File: src/rtl/mem_arbiter_pkg.sv
// mem_arbiter_pkg: shared definitions for the memory-port arbiter.
//   - op_e        : request/response operation encoding
//   - LEN_BITS    : width of the len field
//   - msg_bits()  : total packed width of a message for a given opaque width
//   - cli_msg_t / mem_msg_t : message layouts at the default widths
//     (32-bit addr/data, 8-bit client opaque, one ID bit). Modules with other
//     parameter values declare the same layout locally from their parameters.
// Message layout, MSB first: {op, opaque, addr, len, data}.
package mem_arbiter_pkg;

    typedef enum logic {
        OP_READ  = 1'b0,
        OP_WRITE = 1'b1
    } op_e;

    localparam int OP_BITS  = 1;
    localparam int LEN_BITS = 2;

    function automatic int msg_bits(input int opaq_bits, input int addr_bits,
                                    input int data_bits);
        return OP_BITS + opaq_bits + addr_bits + LEN_BITS + data_bits;
    endfunction

    typedef struct packed {
        op_e            op;
        logic [7:0]     opaque;
        logic [31:0]    addr;
        logic [LEN_BITS-1:0] len;
        logic [31:0]    data;
    } cli_msg_t;

    // Memory-side opaque is {client_id, client_opaque}, ID in the MSBs.
    typedef struct packed {
        op_e            op;
        logic [0:0]     id;
        logic [7:0]     opaque;
        logic [31:0]    addr;
        logic [LEN_BITS-1:0] len;
        logic [31:0]    data;
    } mem_msg_t;

endpackage

File: src/rtl/rr_arbiter.sv
// rr_arbiter: N-wide round-robin priority picker.
//   clk, rst   : clock, synchronous active-high reset (ptr -> 0)
//   req        : per-requester eligibility
//   lock       : force the grant to lock_id (holds a stalled grant stable)
//   lock_id    : requester to grant while lock is set
//   advance    : the current grant was consumed; move ptr past it
//   grant_val  : some requester is granted
//   grant_id   : granted requester index
//   grant      : one-hot form of grant_id (all zero when grant_val is 0)
module rr_arbiter #(
    parameter  int p_num   = 2,
    localparam int ID_BITS = $clog2(p_num)
) (
    input  logic               clk,
    input  logic               rst,
    input  logic [p_num-1:0]   req,
    input  logic               lock,
    input  logic [ID_BITS-1:0] lock_id,
    input  logic               advance,
    output logic               grant_val,
    output logic [ID_BITS-1:0] grant_id,
    output logic [p_num-1:0]   grant
);

    logic [ID_BITS-1:0] ptr;
    logic [ID_BITS-1:0] cand;

    // Scan ptr, ptr+1, ... (mod p_num); the first eligible requester wins.
    always_comb begin
        // NOTE: every output of a combinational block gets a default first so
        // no path leaves it unassigned, which would infer a latch.
        grant_val = 1'b0;
        grant_id  = '0;
        cand      = '0;
        grant     = '0;
        if (lock) begin
            grant_val = 1'b1;
            grant_id  = lock_id;
        end else begin
            for (int k = 0; k < p_num; k++) begin
                cand = ID_BITS'((int'(ptr) + k) % p_num);
                if (!grant_val && req[cand]) begin
                    grant_val = 1'b1;
                    grant_id  = cand;
                end
            end
        end
        if (grant_val) grant[grant_id] = 1'b1;
    end

    always_ff @(posedge clk) begin
        // NOTE: state registers use non-blocking assignment so every flop
        // samples pre-edge values, independent of statement order.
        if (rst) begin
            ptr <= '0;
        end else if (advance) begin
            ptr <= (grant_id == ID_BITS'(p_num - 1)) ? '0 : grant_id + ID_BITS'(1);
        end
    end

endmodule

File: src/rtl/mem_arbiter.sv
// mem_arbiter: shares one downstream memory port among p_num_clients
// requesters with round-robin arbitration and a per-client in-flight limit.
//   clk, rst      : clock, synchronous active-high reset
//   cli_req_*     : per-client request channels (message i at slice i)
//   cli_resp_*    : per-client response channels (every slice carries the
//                   same message with the client ID stripped from opaque)
//   mem_req_*     : downstream request; opaque = {client_id, client_opaque}
//   mem_resp_*    : downstream response; routed back by the opaque ID bits
//   err_bad_id    : one-cycle pulse, a response carried ID >= p_num_clients
//                   and was dropped (only possible for non-power-of-2 N)
// Both paths are combinational pass-throughs; nothing is buffered.
module mem_arbiter
    import mem_arbiter_pkg::*;
#(
    parameter  int p_num_clients   = 2,
    parameter  int p_addr_bits     = 32,
    parameter  int p_data_bits     = 32,
    parameter  int p_opaq_bits     = 8,
    parameter  int p_max_in_flight = 4,
    localparam int ID_BITS         = $clog2(p_num_clients),
    localparam int MOPAQ_BITS      = p_opaq_bits + ID_BITS,
    localparam int REQ_BITS        = msg_bits(p_opaq_bits, p_addr_bits, p_data_bits),
    localparam int RESP_BITS       = REQ_BITS,
    localparam int MREQ_BITS       = msg_bits(MOPAQ_BITS, p_addr_bits, p_data_bits),
    localparam int MRESP_BITS      = MREQ_BITS
) (
    input  logic                           clk,
    input  logic                           rst,
    input  logic [p_num_clients-1:0]       cli_req_val,
    output logic [p_num_clients-1:0]       cli_req_rdy,
    input  logic [p_num_clients*REQ_BITS-1:0]  cli_req_msg,
    output logic [p_num_clients-1:0]       cli_resp_val,
    input  logic [p_num_clients-1:0]       cli_resp_rdy,
    output logic [p_num_clients*RESP_BITS-1:0] cli_resp_msg,
    output logic                           mem_req_val,
    input  logic                           mem_req_rdy,
    output logic [MREQ_BITS-1:0]           mem_req_msg,
    input  logic                           mem_resp_val,
    output logic                           mem_resp_rdy,
    input  logic [MRESP_BITS-1:0]          mem_resp_msg,
    output logic                           err_bad_id
);

    localparam int CNT_BITS = $clog2(p_max_in_flight + 1);

    typedef struct packed {
        op_e                    op;
        logic [p_opaq_bits-1:0] opaque;
        logic [p_addr_bits-1:0] addr;
        logic [LEN_BITS-1:0]    len;
        logic [p_data_bits-1:0] data;
    } cli_msg_t;

    typedef struct packed {
        op_e                    op;
        logic [ID_BITS-1:0]     id;
        logic [p_opaq_bits-1:0] opaque;
        logic [p_addr_bits-1:0] addr;
        logic [LEN_BITS-1:0]    len;
        logic [p_data_bits-1:0] data;
    } mem_msg_t;

    logic [CNT_BITS-1:0]      cnt [p_num_clients];
    logic                     lock;
    logic [ID_BITS-1:0]       lock_id;
    logic [p_num_clients-1:0] elig;
    logic [p_num_clients-1:0] grant;
    logic                     grant_val;
    logic [ID_BITS-1:0]       grant_id;
    logic                     req_xfer;
    logic [p_num_clients-1:0] resp_xfer;
    logic                     bad_id;
    logic [ID_BITS-1:0]       rid;
    cli_msg_t                 gmsg;
    cli_msg_t                 rstrip;
    mem_msg_t                 mresp;

    // ---------------- request side ----------------
    always_comb begin
        for (int i = 0; i < p_num_clients; i++) begin
            elig[i] = cli_req_val[i] && (cnt[i] < CNT_BITS'(p_max_in_flight));
        end
    end

    // The grant depends only on val and counters, never on mem_req_rdy.
    rr_arbiter #(.p_num(p_num_clients)) u_rr (
        .clk       (clk),
        .rst       (rst),
        .req       (elig),
        .lock      (lock),
        .lock_id   (lock_id),
        .advance   (req_xfer),
        .grant_val (grant_val),
        .grant_id  (grant_id),
        .grant     (grant)
    );

    assign mem_req_val = grant_val;
    assign req_xfer    = grant_val && mem_req_rdy;
    assign cli_req_rdy = grant & {p_num_clients{mem_req_rdy}};
    assign gmsg        = cli_msg_t'(cli_req_msg[int'(grant_id)*REQ_BITS +: REQ_BITS]);
    assign mem_req_msg = {gmsg.op, grant_id, gmsg.opaque, gmsg.addr, gmsg.len, gmsg.data};

    // A stalled grant is pinned to the same client until it transfers, so the
    // downstream message cannot change while mem_req_val is held high.
    always_ff @(posedge clk) begin
        if (rst) begin
            lock    <= 1'b0;
            lock_id <= '0;
        end else begin
            lock <= grant_val && !mem_req_rdy;
            if (grant_val && !mem_req_rdy) lock_id <= grant_id;
        end
    end

    // ---------------- response side ----------------
    assign mresp  = mem_msg_t'(mem_resp_msg);
    assign rid    = mresp.id;
    assign rstrip = '{op: mresp.op, opaque: mresp.opaque, addr: mresp.addr,
                      len: mresp.len, data: mresp.data};
    assign cli_resp_msg = {p_num_clients{rstrip}};

    // Unused ID codes exist only when N is not a power of two.
    if ((2 ** ID_BITS) == p_num_clients) begin : g_id_full
        assign bad_id = 1'b0;
    end else begin : g_id_partial
        assign bad_id = (rid >= ID_BITS'(p_num_clients));
    end

    always_comb begin
        cli_resp_val = '0;
        mem_resp_rdy = 1'b1;      // bad IDs are accepted and dropped
        if (!bad_id) begin
            cli_resp_val[rid] = mem_resp_val;
            mem_resp_rdy      = cli_resp_rdy[rid];
        end
    end

    assign resp_xfer = cli_resp_val & cli_resp_rdy;

    always_ff @(posedge clk) begin
        if (rst) err_bad_id <= 1'b0;
        else     err_bad_id <= mem_resp_val && bad_id;
    end

    // ---------------- in-flight counters ----------------
    // Decrement saturates at 0 so responses to requests issued before a reset
    // cannot wrap a counter.
    always_ff @(posedge clk) begin
        if (rst) begin
            // NOTE: the counter array is architectural state and is cleared on
            // reset element by element; it is not a data RAM left undefined.
            for (int i = 0; i < p_num_clients; i++) cnt[i] <= '0;
        end else begin
            for (int i = 0; i < p_num_clients; i++) begin
                if (cli_req_rdy[i] && !resp_xfer[i]) begin
                    cnt[i] <= cnt[i] + CNT_BITS'(1);
                end else if (resp_xfer[i] && !cli_req_rdy[i] && cnt[i] != '0) begin
                    cnt[i] <= cnt[i] - CNT_BITS'(1);
                end
            end
        end
    end

endmodule

File: config.mk
export PLATFORM = sky130hd
export DESIGN_NAME = mem_arbiter
export DESIGN_NICKNAME = d
export VERILOG_FILES = /design/src/rtl/mem_arbiter_pkg.sv /design/src/rtl/rr_arbiter.sv /design/src/rtl/mem_arbiter.sv
export SDC_FILE = /design/constraint.sdc
export NUM_CORES = 1
export LEC_CHECK = 0
export ABC_AREA = 0
export CAP_MARGIN = 15
export CORE_AREA = 2 2 182 184
export CTS_CLUSTER_SIZE = 40
export DETAILED_ROUTE_END_ITERATION = 16
export DIE_AREA = 0 0 184 186
export GPL_TIMING_DRIVEN = 1
export HOLD_SLACK_MARGIN = 0.12
export PLACE_DENSITY = 0.5
export SETUP_SLACK_MARGIN = 0.2
export SYNTH_ARGS = -nofsm -noshare
export SYNTH_HDL_FRONTEND = slang
export SYNTH_SLANG_ARGS = --single-unit
File: constraint.sdc
create_clock -name clk -period 3.5 [get_ports clk]
set_input_delay 0.7 -clock clk [delete_from_list [all_inputs] [get_ports clk]]
set_output_delay 0.7 -clock clk [all_outputs]
set_load 0.01 [all_outputs]
Word level (Yosys, flattened, before mapping)
Memory sizes are Yosys's and may differ from the RTL's.
Cells that the tools add are included.
- register bits: 3
- bits in latches: 0
- input bits: 234
- output and inout port bits: 233
- memories: 1
- memory bits (writable): 6
- memory bits (read-only): 0
- memory list (name ; depth ; width ; rd ports ; clocked after Yosys merged registers in ; write ports ; line ; text):
    cnt ; 2 ; 3 ; 2 ; 0 ; 2 ; mem_arbiter.sv:63 ; logic [CNT_BITS-1:0] cnt [p_num_clients];
- div/mod/pow operators: 0
- equality and inequality tests: 0
- mux-type cells: 39
- magnitude comparators: 8
- bitwise gates (word level): 7
- reduce and logical (&&, ||, !) cells: 21
- add/subtract/negate cells: 6
- multipliers: 1
- shift operators: 1
- operators by type and width (operator ; count):
    $shiftx A150 B9 Y75 ; 1
    $mux W1 ; 32
    $logic_and A1 B1 Y1 ; 13
    $mux W3 ; 4
    $lt A1 B2 Y1 const B ; 4
    $mul A1 B7 Y8 const B ; 1
    $add A3 B1 Y3 const B ; 2
    $and A2 B2 Y2 ; 3
    $logic_not A1 Y1 ; 6
    $lt A3 B3 Y1 const B ; 2
    $reduce_bool A3 Y1 ; 2
    $sub A3 B1 Y3 const B ; 2
    $or A1 B1 Y1 ; 4
    $add A1 B1 Y1 const B ; 2
    $demux W1 S1 ; 2
    $ge A1 B1 Y1 const B ; 2
    $mux W2 ; 1

Longest topological paths before layout
An unclocked memory read counts as a cell.
- depth after elaboration: 25
- mapped depth: 11

Cells and area by module
From an unflattened synthesis, not the netlist that was laid out.
- cell total of the unflattened synthesis: 303
- area total of the unflattened synthesis: 2676.3 sq um
- modules (own cells, without submodules) (module ; area each (sq um) ; times used ; sequential area each (sq um) ; cells each):
    mem_arbiter ; 2580.0 ; 1 ; 220.2 ; 292
    rr_arbiter ; 96.3 ; 1 ; 20.0 ; 11

Least setup slack after synthesis
OpenSTA, ideal clock, no wires.
- path kind: input port to flip-flop
- start point: in cli_req_val[0]
- end point: mem cnt[0][2] (netlist bit), data pin
- required time: 3235 ps
- setup slack: 581 ps
- arrival: 2654 ps
- stages on the path: 11
- buffers on the path: 1
- library setup time: 265 ps
- cells stage by stage: nor3b_2 -> o31a_1 -> buf_4 -> nand2_1 -> inv_1 -> or3_1 -> fa_1 -> xnor2_1 -> nor2_1 -> o21ai_0 -> a21boi_0
- RTL lines (what ; line ; text):
    start: declaration ; mem_arbiter.sv:29 ; input logic [p_num_clients-1:0] cli_req_val,
    end: declaration ; mem_arbiter.sv:63 ;

Worst setup path after layout
- start point: in cli_req_val[0]
- end point: out mem_req_msg[72]
- word-level cells in the longest chain between the ends: 11
- elaborated cells between the ends (all ways): 14
- RTL lines (what ; line ; text):
    $logic_and A1 B1 Y1 * ; mem_arbiter.sv:81 ; elig[i] = cli_req_val[i] && (cnt[i] < CNT_BITS'(p_max_in_flight));
    $mux W1 (not written as such) (2 in a row) ; rr_arbiter.sv:42 ; if (!grant_val && req[cand]) begin
    $mux W1 ; rr_arbiter.sv:42 ;
    $mux W1 ; rr_arbiter.sv:36 ; if (lock) begin
    $logic_not A1 Y1 ; rr_arbiter.sv:42 ;
    $logic_and A1 B1 Y1 ; rr_arbiter.sv:42 ;
    $mux W1 * ; rr_arbiter.sv:42 ;
    $mux W1 * ; rr_arbiter.sv:36 ;
    $mul A1 B7 Y8 * ; mem_arbiter.sv:101 ; assign gmsg = cli_msg_t'(cli_req_msg[int'(grant_id)*REQ_BITS +: REQ_BITS]);
    $shiftx A150 B9 Y75 * ; mem_arbiter.sv:101 ;
    end: declaration ; mem_arbiter.sv:37 ; output logic [MREQ_BITS-1:0] mem_req_msg,
Mark *: on every way between the ends. The rest lies on a longest branch, timed or not. The select of a mux whose other input is x is not followed.

==> results by stage <==
CTS:
- The clock root buffer is sky130_fd_sc_hd__clkbuf_16.
- Clock tree synthesis found a total of 9 sinks.
- The number of buffers on the longest clock path is 2.
- CTS built an H-tree with a depth of 1.
- The TritonCTS clock tree is yes.
- Buffers inserted to repair hold after CTS numbered 0.
- After clock tree synthesis, the clock-pin slew on the worst setup and hold paths is 0.04 ns.
- TritonCTS created 3 clock buffers.
- The latest clock arrival within the worst-skew pair is 0.24 ns.

Yosys:
- After synthesis the netlist holds a flip-flop and latch count of 9.
- Counting every net in the synthesized netlist gives 706.
- In the post-synthesis netlist, the biggest area contributors are sky130_fd_sc_hd__buf_4 (42%), sky130_fd_sc_hd__nand2_1 (32%), sky130_fd_sc_hd__edfxtp_1 (6.6%), sky130_fd_sc_hd__dfxtp_1 (2.2%), sky130_fd_sc_hd__clkbuf_1 (1.9%).
- Synthesis instantiated 37 different standard cells from the library.
- Sequential elements use 8.80% of the synthesized area.
- The synthesized instance count is 468.
- For this run, the leading register cell type out of synthesis is sky130_fd_sc_hd__edfxtp_1.
- The yosys synthesis warning count is 0.
- Of all flip-flops after synthesis, the portion carrying an async set or reset was 0%.
- The mean post-synth cell area is 5.84 µm².
- The mapped cell area is 0.00273 mm².
- Of all cell types, the one taking the most synthesized area is sky130_fd_sc_hd__buf_4.
- The count of flip-flops with a built-in enable after synthesis is 6.
- The share of the synthesized area in the top cell type is 42.1%.

Timing:
- After layout, the worst path uses 95.2% of the clock period.
- The post-route minimum period is 3.33 ns.
- Setup violations remaining at the end of the flow were counted as 0.
- The number of pins with negative max-slew slack in the final report came to 0.
- In the final timing run, aggregate negative setup slack is 0 ns.
- Setup repair after global routing could not meet its margin everywhere.
- Between clock sinks in the finished design, the worst skew comes to 0.000641 ns.
- The number of hold violations in the final report is 0.
- Timing would allow up to 300 MHz.

Flow run:
- The count of maximum capacitance violations is 0.

Routing:
- The per-cell routed wire length is 13.8 µm.
- The number of antenna-violating nets in the routed design is 0.
- The routed wire length is 13.4 mm.
- The initial detailed-routing violation count is 117.
- For this run, design rule violations remaining after detail routing come to 0.
- The iteration count of the initial detailed-routing pass is 4.
- The total via count in the routed design is 3071.
- Using the TritonRoute via totals, the vias-per-cell ratio works out to 3.16.

Power:
- The power per cell area is 248 mW/mm².
- The leakage power total is 2.44 nW.
- The highest ir drop seen on vdd is 130 µV.
- The total power of the final layout is 1.21 mW.

Floorplan:
- The overall die area is 0.0342 mm².
- Measured along the y axis, the die boundary spans 186 µm.
- The die is 184 µm wide.
- Row generation in the floorplan step produced 66 rows.
- The core region is 0.0322 mm².
- The I/O pin count is 467.
- The initial core utilization is 8.48%.

GRT:
- The initial antenna violation count is 1.
- The number of global-route vias before repair is 2822.
- Entering global routing, the biggest net connects 34 pins.
- The first global-routing pass estimated 16.9 mm of wire.
- The overall fraction of global-route tracks in use is 6.64%.
- After global routing the overflow that remains totals 0.

Setup path:
- STA puts the critical path data required time at 2.80 ns.
- The critical-path cell with the highest stage delay is sky130_fd_sc_hd__clkdlybuf4s50_1.
- In this run the worst path has a maximum fanout of 28.
- In this run the worst setup path terminates at mem_req_msg[72].
- The number of cells on the worst reg-to-reg path is 10.
- The slack of the worst reg-to-reg path is 0.78 ns.
- Walking the worst path, the cells encountered are clkdlybuf4s50_1 > nor3b_2 > o31a_2 > buf_4 > buf_12 > nand2_1 > nand2_1 > clkdlybuf4s50_1.
- The largest incremental delay on the critical path is 0.48 ns.
- The endpoint identified for the worst register-to-register timing path is cnt[0][2].
- The critical path class is in -> out.
- The critical path capture point type is an output pin.
- For the worst setup path, the data arrival time is 2.63 ns.
- The critical path launch point is cli_req_val[0].
- The startpoint of the most critical register-to-register path is cnt[1][2].
- The launching element type of the critical path is an input port.

Placement:
- The placed wire-length estimate after detailed placement is 11.0 mm.
- The final weighted congestion in routability-driven placement is 0.707.
- During placement, the flow inserted port buffers numbering 240.

Final layout:
- The relative area change from synthesis to final layout is 77.8%.
- Cells with a size suffix above 1 make up 5.16% of the layout.
- For this run, the post-layout net count is 801.
- Measured on the finished design, the core utilization comes to 15.1%.
- Leaving out fill and tap cells, the most frequent cell in the layout is sky130_fd_sc_hd__nand2_1.
- In the layout the commonest cells are sky130_fd_sc_hd__nand2_1 (230), sky130_fd_sc_hd__clkdlybuf4s50_1 (180), sky130_fd_sc_hd__dlymetal6s2s_1 (38), sky130_fd_sc_hd__dlygate4sd2_1 (22), sky130_fd_sc_hd__buf_4 (13).

Hold path:
- In this run the worst hold path is classified as reg -> reg.

Outcome:
- The flow ran to the end, and the final reports show no timing, DRC or antenna violations.
## per-layer routing
layer	GRT usage [%]	part of all wire [%]	vias to the layer above
li1	-	-	1477
met1	5.52	29	1287
met2	12.0	49	263
met3	4.48	17	44
met4	3.33	4.6	0
met5	0	0	-
## per-stage QoR
step	instance area (µm²)	hold WS, ns	std cells	worst slack [ns]
5_1_grt	4860	0.499	971	0.0811
3_3_place_gp	4550	0.457	957	0.0167
3_5_place_dp	4550	0.480	957	0.00956
6_report	4860	0.482	971	0.168
2_1_floorplan	2730	0.448	468	0.581
4_1_cts	4690	0.488	964	0.0967
## logic make-up after synthesis
group                    after synthesis  share of synthesized area, %
buffers and inverters                177                          45.5
flip-flops                             9                          8.80
XOR/XNOR                               1                         0.321
other                                  1                         0.137
AND/OR/NAND/NOR                      254                          36.8
adder cells (fa/ha/maj)                4                          2.11
AO/OA/AOI/OAI                         21                          5.91
multiplexers                           1                         0.412
## report_power, final
part	leakage (nW)	switching, mW	total [mW]	internal, mW
logic	2.31	0.367	0.854	0.486
registers	0.0878	0.0120	0.144	0.132
clock network	0.0382	0.0555	0.208	0.153
## cell usage after synthesis (all sizes together), types with 2 or more instances
cell / n
o31a: 2
nor2: 7
dfxtp: 3
clkbuf: 14
inv: 6
and2: 3
buf: 157
o311ai: 2
nand4: 2
nor2b: 4
a211o: 2
edfxtp: 6
a21oi: 4
or3: 2
nand2: 230
o21ai: 2
ha: 3
nand2b: 2
## sequential cells by signal (all words and copies together) (netlist names)
name and flops:
cnt 6, lock_id 1, lock 1, u_rr.ptr 1
## worst max-delay path: cells and delay by family
| family | cells | cell delay, ns |
|---|---|---|
| compound gates | 1 | 0.37 |
| buf+inv | 4 | 1.22 |
| simple gates | 3 | 0.32 |
## layout make-up
cell class | count | area [µm²]
diodes | 1 | 2.50
clock buffers | 4 | 78.8
fillers | 3677 | 27400
inverters | 6 | 27.5
multi-input cells | 282 | 1250
flip-flops and latches | 9 | 240
well taps | 408 | 510
repair buffers | 261 | 2750
## how the worst min path moves through the flow
stage / slack [ns] / from / cells past startpoint / to
after floorplan: 0.45 / u_rr.ptr / 2 / u_rr.ptr
after detailed placement: 0.48 / lock_id / 2 / lock_id
after CTS: 0.49 / u_rr.ptr / 2 / u_rr.ptr
after global routing: 0.50 / u_rr.ptr / 2 / u_rr.ptr
after global placement: 0.46 / u_rr.ptr / 2 / u_rr.ptr
final: 0.48 / u_rr.ptr / 2 / u_rr.ptr
## repair_timing
item / 4_1_cts / 5_1_grt
gates resized for setup: 28 / 40
cloned: 1 / 1
buffers inserted: 2 / 5
endpoints found under the setup margin: 73 / 55
Note: power is estimated with default switching activity, not from simulation.
